## src/rtl/imm_gen_pipe_if.sv

```systemverilog
// Valid/ready bus of the immediate generator: instruction in, decoded immediate out.
// The design is the slave; the fetch/ID-EX side is the master.
interface imm_gen_pipe_if #(
    parameter int XLEN = 32
) ();
    logic            in_valid;
    logic            in_ready;
    logic [31:0]     instruction;
    logic            out_valid;
    logic            out_ready;
    logic [XLEN-1:0] imm;
    logic [2:0]      imm_fmt;
    logic            illegal;

    modport master (
        output in_valid, instruction, out_ready,
        input  in_ready, out_valid, imm, imm_fmt, illegal
    );

    modport slave (
        input  in_valid, instruction, out_ready,
        output in_ready, out_valid, imm, imm_fmt, illegal
    );
endinterface

```

## src/rtl/imm_gen_pipe.sv

```systemverilog
// Decode-stage immediate generator: combinational RV32/RV64 immediate decode feeding
// a 2-entry skid FIFO, with flush and a saturating illegal-opcode counter.
module imm_gen_pipe #(
    parameter int XLEN      = 32,
    parameter int ILL_CNT_W = 16
) (
    input  logic                 clk,
    input  logic                 rst,
    input  logic                 flush,
    imm_gen_pipe_if.slave        bus,
    output logic [ILL_CNT_W-1:0] ill_count
);

    typedef enum logic [2:0] {
        FMT_NONE  = 3'd0,
        FMT_I     = 3'd1,
        FMT_S     = 3'd2,
        FMT_B     = 3'd3,
        FMT_U     = 3'd4,
        FMT_J     = 3'd5,
        FMT_SHAMT = 3'd6,
        FMT_CSR   = 3'd7
    } fmt_e;

    typedef struct packed {
        logic [XLEN-1:0] imm;
        logic [2:0]      fmt;
        logic            ill;
    } entry_t;

    localparam logic [6:0] OPC_OP_IMM    = 7'b0010011;
    localparam logic [6:0] OPC_LOAD      = 7'b0000011;
    localparam logic [6:0] OPC_JALR      = 7'b1100111;
    localparam logic [6:0] OPC_STORE     = 7'b0100011;
    localparam logic [6:0] OPC_BRANCH    = 7'b1100011;
    localparam logic [6:0] OPC_JAL       = 7'b1101111;
    localparam logic [6:0] OPC_LUI       = 7'b0110111;
    localparam logic [6:0] OPC_AUIPC     = 7'b0010111;
    localparam logic [6:0] OPC_SYSTEM    = 7'b1110011;
    localparam logic [6:0] OPC_OP        = 7'b0110011;
    localparam logic [6:0] OPC_MISC_MEM  = 7'b0001111;
    localparam logic [6:0] OPC_OP_IMM_32 = 7'b0011011;
    localparam logic [6:0] OPC_OP_32     = 7'b0111011;

    localparam logic [ILL_CNT_W-1:0] ILL_MAX = {ILL_CNT_W{1'b1}};

    logic [31:0] ins;
    logic [6:0]  opcode;
    logic [2:0]  funct3;
    logic        is_shift;
    entry_t      dec;

    logic [1:0]           count_q, count_d;
    entry_t               ent0_q, ent0_d;
    entry_t               ent1_q, ent1_d;
    logic [ILL_CNT_W-1:0] ill_cnt_q, ill_cnt_d;
    logic                 push;
    logic                 pop;

    assign ins      = bus.instruction;
    assign opcode   = ins[6:0];
    assign funct3   = ins[14:12];
    assign is_shift = (funct3 == 3'b001) || (funct3 == 3'b101);

    // Every immediate is built at its natural width and then size-cast to XLEN.
    always_comb begin
        dec.imm = '0;
        dec.fmt = FMT_NONE;
        dec.ill = 1'b0;
        unique case (opcode)
            OPC_OP_IMM: begin
                if (is_shift) begin
                    dec.fmt = FMT_SHAMT;
                    dec.imm = (XLEN == 64) ? XLEN'(ins[25:20]) : XLEN'(ins[24:20]);
                end else begin
                    dec.fmt = FMT_I;
                    dec.imm = XLEN'($signed(ins[31:20]));
                end
            end
            OPC_LOAD, OPC_JALR: begin
                dec.fmt = FMT_I;
                dec.imm = XLEN'($signed(ins[31:20]));
            end
            OPC_STORE: begin
                dec.fmt = FMT_S;
                dec.imm = XLEN'($signed({ins[31:25], ins[11:7]}));
            end
            OPC_BRANCH: begin
                dec.fmt = FMT_B;
                dec.imm = XLEN'($signed({ins[31], ins[7], ins[30:25], ins[11:8], 1'b0}));
            end
            OPC_JAL: begin
                dec.fmt = FMT_J;
                dec.imm = XLEN'($signed({ins[31], ins[19:12], ins[20], ins[30:21], 1'b0}));
            end
            OPC_LUI, OPC_AUIPC: begin
                dec.fmt = FMT_U;
                dec.imm = XLEN'($signed({ins[31:12], 12'b0}));
            end
            OPC_SYSTEM: begin
                if (funct3[2] && (funct3[1:0] != 2'b00)) begin
                    dec.fmt = FMT_CSR;
                    dec.imm = XLEN'(ins[19:15]);
                end
            end
            OPC_OP, OPC_MISC_MEM: begin
                dec.fmt = FMT_NONE;
            end
            OPC_OP_IMM_32: begin
                if (XLEN != 64) begin
                    dec.ill = 1'b1;
                end else if (is_shift) begin
                    dec.fmt = FMT_SHAMT;
                    dec.imm = XLEN'(ins[24:20]);
                end else begin
                    dec.fmt = FMT_I;
                    dec.imm = XLEN'($signed(ins[31:20]));
                end
            end
            OPC_OP_32: begin
                dec.ill = (XLEN != 64);
            end
            default: begin
                dec.ill = 1'b1;
            end
        endcase
    end

    assign bus.in_ready  = (count_q != 2'd2);
    assign bus.out_valid = (count_q != 2'd0);
    assign push          = bus.in_valid & bus.in_ready;
    assign pop           = bus.out_valid & bus.out_ready;

    // Flush wins over push/pop; entry 0 is always the head, so a pop shifts entry 1 down.
    always_comb begin
        count_d   = count_q;
        ent0_d    = ent0_q;
        ent1_d    = ent1_q;
        ill_cnt_d = ill_cnt_q;
        if (flush) begin
            count_d = 2'd0;
        end else begin
            if (push && dec.ill && (ill_cnt_q != ILL_MAX)) begin
                ill_cnt_d = ill_cnt_q + 1'b1;
            end
            unique case ({push, pop})
                2'b10: begin
                    if (count_q == 2'd0) begin
                        ent0_d = dec;
                    end else begin
                        ent1_d = dec;
                    end
                    count_d = count_q + 2'd1;
                end
                2'b01: begin
                    ent0_d  = ent1_q;
                    count_d = count_q - 2'd1;
                end
                2'b11: begin
                    // Not full, so count is 1: the head leaves and the new entry becomes head.
                    ent0_d = dec;
                end
                default: begin
                end
            endcase
        end
    end

    always_ff @(posedge clk) begin
        if (rst) begin
            count_q   <= 2'd0;
            ent0_q    <= '0;
            ent1_q    <= '0;
            ill_cnt_q <= '0;
        end else begin
            count_q   <= count_d;
            ent0_q    <= ent0_d;
            ent1_q    <= ent1_d;
            ill_cnt_q <= ill_cnt_d;
        end
    end

    assign bus.imm     = bus.out_valid ? ent0_q.imm : '0;
    assign bus.imm_fmt = bus.out_valid ? ent0_q.fmt : 3'd0;
    assign bus.illegal = bus.out_valid & ent0_q.ill;
    assign ill_count   = ill_cnt_q;

endmodule

```

## src/flat_wrapper.sv

```systemverilog
// flat-port wrapper written by rule: the top's interface ports become plain ports
module imm_gen_pipe_flat 
#(
    parameter int XLEN      = 32,
    parameter int ILL_CNT_W = 16
)
  (clk, rst, flush, ill_count, bus_in_valid, bus_instruction, bus_out_ready, bus_in_ready, bus_out_valid, bus_imm, bus_imm_fmt, bus_illegal);
  imm_gen_pipe_if #(.XLEN(XLEN)) bus_i ();
  input  logic clk;
  input  logic rst;
  input  logic flush;
  output logic [ILL_CNT_W-1:0] ill_count;
  input wire logic [$bits(bus_i.in_valid)-1:0] bus_in_valid;
  input wire logic [$bits(bus_i.instruction)-1:0] bus_instruction;
  input wire logic [$bits(bus_i.out_ready)-1:0] bus_out_ready;
  output wire logic [$bits(bus_i.in_ready)-1:0] bus_in_ready;
  output wire logic [$bits(bus_i.out_valid)-1:0] bus_out_valid;
  output wire logic [$bits(bus_i.imm)-1:0] bus_imm;
  output wire logic [$bits(bus_i.imm_fmt)-1:0] bus_imm_fmt;
  output wire logic [$bits(bus_i.illegal)-1:0] bus_illegal;
  assign bus_i.in_valid = bus_in_valid;
  assign bus_i.instruction = bus_instruction;
  assign bus_i.out_ready = bus_out_ready;
  assign bus_in_ready = bus_i.in_ready;
  assign bus_out_valid = bus_i.out_valid;
  assign bus_imm = bus_i.imm;
  assign bus_imm_fmt = bus_i.imm_fmt;
  assign bus_illegal = bus_i.illegal;
  imm_gen_pipe #(.XLEN(XLEN), .ILL_CNT_W(ILL_CNT_W)) u_core (.clk(clk), .rst(rst), .flush(flush), .bus(bus_i), .ill_count(ill_count));
endmodule
```

## config.mk

```make
export PLATFORM = sky130hd
export DESIGN_NAME = imm_gen_pipe_flat
export DESIGN_NICKNAME = d
export VERILOG_FILES = /design/src/rtl/imm_gen_pipe_if.sv /design/src/rtl/imm_gen_pipe.sv /design/src/flat_wrapper.sv
export SDC_FILE = /design/constraint.sdc
export NUM_CORES = 1
export LEC_CHECK = 0
export CORE_AREA = 2 2 126 128
export CTS_CLUSTER_SIZE = 16
export DETAILED_ROUTE_END_ITERATION = 10
export DIE_AREA = 0 0 128 130
export DONT_BUFFER_PORTS = 1
export HOLD_SLACK_MARGIN = 0.06
export PLACE_DENSITY = 0.48
export SKIP_LAST_GASP = 1
export SYNTH_ARGS = -nofsm -noshare
export SYNTH_HDL_FRONTEND = slang
export SYNTH_SLANG_ARGS = --single-unit
```

## constraint.sdc

```tcl
create_clock -name clk -period 2.3 [get_ports clk]
set_input_delay 0.23 -clock clk [delete_from_list [all_inputs] [get_ports clk]]
set_output_delay 0.23 -clock clk [all_outputs]
set_load 0.01 [all_outputs]
```

==> results.json, run 1 <==
{
  "status": "complete, no violations",
  "synth-edff-count": 0,
  "gp_congestion": 0.835,
  "syn2layout_area_growth_pct": 18.4,
  "crit_arrival_ns": 2.39,
  "start_kind": "flip-flop",
  "powerDensity_nw_per_um2": 692,
  "die_area_sq_um": 16600,
  "total_leakage_power_nw": 1.74,
  "path_class": "flip-flop to flip-flop",
  "yosysTopAreaCell": "dfxtp_1",
  "fp-row-count": 46,
  "dp_cells": 733,
  "cts.clk_slew.worst_paths_ns": 0.07,
  "clkPwrFrac": 0.454,
  "viasPerCell": 5.49,
  "grt_pass1_wl_mm": 22.2,
  "clk_path_buf_depth": 2,
  "core_sq_um": 15400,
  "gr-total-overflow": 0,
  "p_int_w": 0.00273,
  "p_switching_w": 0.000955,
  "nets": 614,
  "report.final.hold_viol_count": 0,
  "async_flop_share": 0,
  "avgSynthCellArea_sq_um": 7.99,
  "synthTopCellsByArea": "dfxtp_1 40%, nand2_1 5.6%, and2_1 5.3%",
  "r2r_cells": 6,
  "wirelength_mm": 13.8,
  "p_total_w": 0.00369,
  "hold_path_class": "input port to flip-flop",
  "drc": 0,
  "cp_max_fo": 14,
  "top_level_ports": 91,
  "post-cts-setup-buffers": 0,
  "synth.distinct_cells": 59,
  "crit_required_ns": 2.57,
  "finalNonFillerCells": 771,
  "layout-drive-gt1-share": 0.102,
  "routedWlPerCell_um": 17.9,
  "num_vias": 4235,
  "start_util": 0.292,
  "firstDrtPassIters": 5,
  "final_antenna_net_count": 0,
  "whs_endpoint": "u_core.ent0_q[7]",
  "slew_violations": 0,
  "grt_pass1_vias": 4159,
  "rsz0062_at_grt": "false",
  "syn_area_sq_um": 4500,
  "cts_num_sinks": 90,
  "period_minus_slack_ns": 2.12,
  "reg2reg_from": "u_core.ill_count[0]",
  "min_from": "bus_instruction[23]",
  "ys_seq_elements": 90,
  "final_core_util": 0.346,
  "ff2ff_setup_slack_ns": 0.18,
  "drt_first_iter_violations": 248,
  "grtUsageTotal": 0.170,
  "hpwl_mm": 9.20,
  "io_buffers": 0,
  "antenna_cells": 0,
  "place_ws_ns": -0.0277,
  "ys_seq_area_frac": 0.400,
  "slew_headroom": 0.377,
  "syn_nets": 604,
  "swShare": 0.259,
  "min_path_cells": 2,
  "fin_worst_skew_ns": 0.00499,
  "syn_inst": 564,
  "htree_levels": 3,
  "insertion_delay_ns": 0.34,
  "seqPwrFrac": 0.445,
  "setup_viol": 0,
  "grt_max_degree": 78,
  "yosysWarningCount": 0,
  "die_h_um": 130,
  "layout_setup_ws_ns": 0.180,
  "ir_worst_vdd_v": 0.000309,
  "rr_endpoint": "u_core.ill_count[15]",
  "synth_ff_type": "dfxtp_1",
  "cts_buffers": 9,
  "worstSetupEndpointType": "flip-flop",
  "yosys.area.top_type_share": 0.400,
  "fmax_ghz": 0.472,
  "combinationalPowerShare": 0.101,
  "cap_violations": 0,
  "grt_antenna_before_repair": 0,
  "min_period_over_period": 0.922,
  "dieWidth_um": 128,
  "cts_tree": "yes",
  "worst_slew_pin_slew_ns": 0.935,
  "root_buffer": "clkbuf_16"
}
cell usage in the layout (no fill, tap or decap), types with 2 or more instances in the layout:
cell	Yosys	layout
a211oi_1	14	14
nor3b_1	2	2
bufinv_16	0	2
o21ai_0	40	40
clkbuf_16	0	9
buf_4	1	22
o211ai_1	2	2
nand2_1	67	67
a21oi_1	30	29
nand3b_1	5	5
dfxtp_1	90	90
a22oi_1	4	4
xnor2_1	2	2
a221oi_1	19	19
and2_1	38	38
nor2_1	46	45
o22ai_1	6	6
nor4_1	6	5
or3_1	10	10
or4_1	8	8
inv_1	14	14
nand3_1	20	20
a21oi_2	1	2
dlygate4sd3_1	0	21
inv_6	0	3
nor3_1	11	11
a32oi_1	2	2
nor2b_1	5	5
buf_12	0	2
mux2_2	4	4
nand4_1	5	5
and3_1	7	7
o31ai_1	11	11
ha_1	3	3
a31oi_1	3	3
a311oi_1	18	18
routing by layer:
layer	part of all wire	track usage
met5	0	0
met1	0.45	0.216
met2	0.47	0.277
met3	0.051	0.0394
met4	0.028	0.0769
final cells by class:
cell class | instances | area, sq um
Fill cell | 1644 | 10100
Multi-Input combinational cell | 413 | 2460
Clock buffer | 9 | 225
Sequential cell | 90 | 1800
Tap cell | 192 | 240
Clock inverter | 7 | 106
Inverter | 14 | 52.6
Timing Repair Buffer | 46 | 443
sequential cells by signal (all words and copies together) (netlist names):
| register | flops |
|---|---|
| u_core.count_q | 2 |
| u_core.ill_count | 16 |
| u_core.ent0_q | 36 |
| u_core.ent1_q | 36 |
through the flow:
stage          hold WS (ns)  instance area (sq um)  TNS, ns
2_1_floorplan         0.307                   4500        0
3_3_place_gp          0.307                   4750        0
3_5_place_dp          0.310                   4750   -0.118
4_1_cts              0.0608                   5320        0
5_1_grt              0.0717                   5330        0
6_report             0.0736                   5330        0
critical path: stages, from the launching register on:
cell	delay [ns]
dfxtp_1	0.38
ha_1	0.27
nand4_1	0.12
nor4_2	0.06
or4_4	0.59
or4_1	0.49
a21oi_1	0.15
timing repair:
action	in CTS	in global routing
endpoints found under the setup margin	10	9
resized for setup	1	3
hold endpoints to repair	77	0
hold buffers	22	0
cloned	0	0
pin swaps	0	0
cell families (layout without fill, tap and decap cells):
| family | after synthesis | count (layout) | share of synthesized area |
|---|---|---|---|
| and+or+nand+nor | 239 | 239 | 0.270 |
| AOI/OAI and AO/OA | 163 | 163 | 0.247 |
| xor gates and xnor gates | 3 | 3 | 0.00583 |
| muxes | 5 | 5 | 0.0122 |
| buffers and inverters | 61 | 76 | 0.0567 |
| DFF | 90 | 90 | 0.400 |
| adders and majority gates | 3 | 3 | 0.00833 |
cells in the mapped netlist, types with 7 or more instances:
cell / n
o31ai_1: 11
o21ai_0: 40
nand2_1: 67
nand3_1: 20
and3_1: 7
nor3_1: 11
or3_1: 10
nor2_1: 46
buf_2: 12
a21oi_1: 30
a311oi_1: 18
inv_1: 14
and2_1: 38
a211oi_1: 14
dfxtp_1: 90
clkbuf_1: 31
or4_1: 8
a221oi_1: 19
power by group through the flow:
stage	Sequential, W	Clock (W)	Combinational, W
finish	0.00164	0.00168	0.000371
floorplan	0.00167	0	0.000253
global route	0.00165	0.00179	0.000417
detailed placement	0.00168	0	0.000310
CTS	0.00164	0.00172	0.000374
global placement	0.00168	0	0.000303
worst max path at each step:
stage	startpoint	end	slack [ns]	cells past startpoint
finish	u_core.ill_count[0]	u_core.ill_count[15]	0.18	6
global route	u_core.count_q[1]	u_core.ent0_q[24]	0.05	8
CTS	u_core.count_q[0]	u_core.ent0_q[16]	0.18	7
detailed placement	u_core.count_q[1]	u_core.ent0_q[27]	-0.03	7
global placement	u_core.count_q[1]	u_core.ent0_q[32]	0.05	7
floorplan	u_core.count_q[0]	u_core.ent0_q[30]	0.20	9
Power figures use the tool's default switching activity.
==> run 2: changes to the inputs <==
--- a/config.mk
+++ b/config.mk
@@ -6,7 +6,6 @@
 export NUM_CORES = 1
 export LEC_CHECK = 0
 export CORE_AREA = 2 2 126 128
-export CTS_CLUSTER_SIZE = 16
 export DETAILED_ROUTE_END_ITERATION = 10
 export DIE_AREA = 0 0 128 130
 export DONT_BUFFER_PORTS = 1
==> results of run 2 <==
Same layout as run 1: the final DEF is identical, and so are final timing and power.
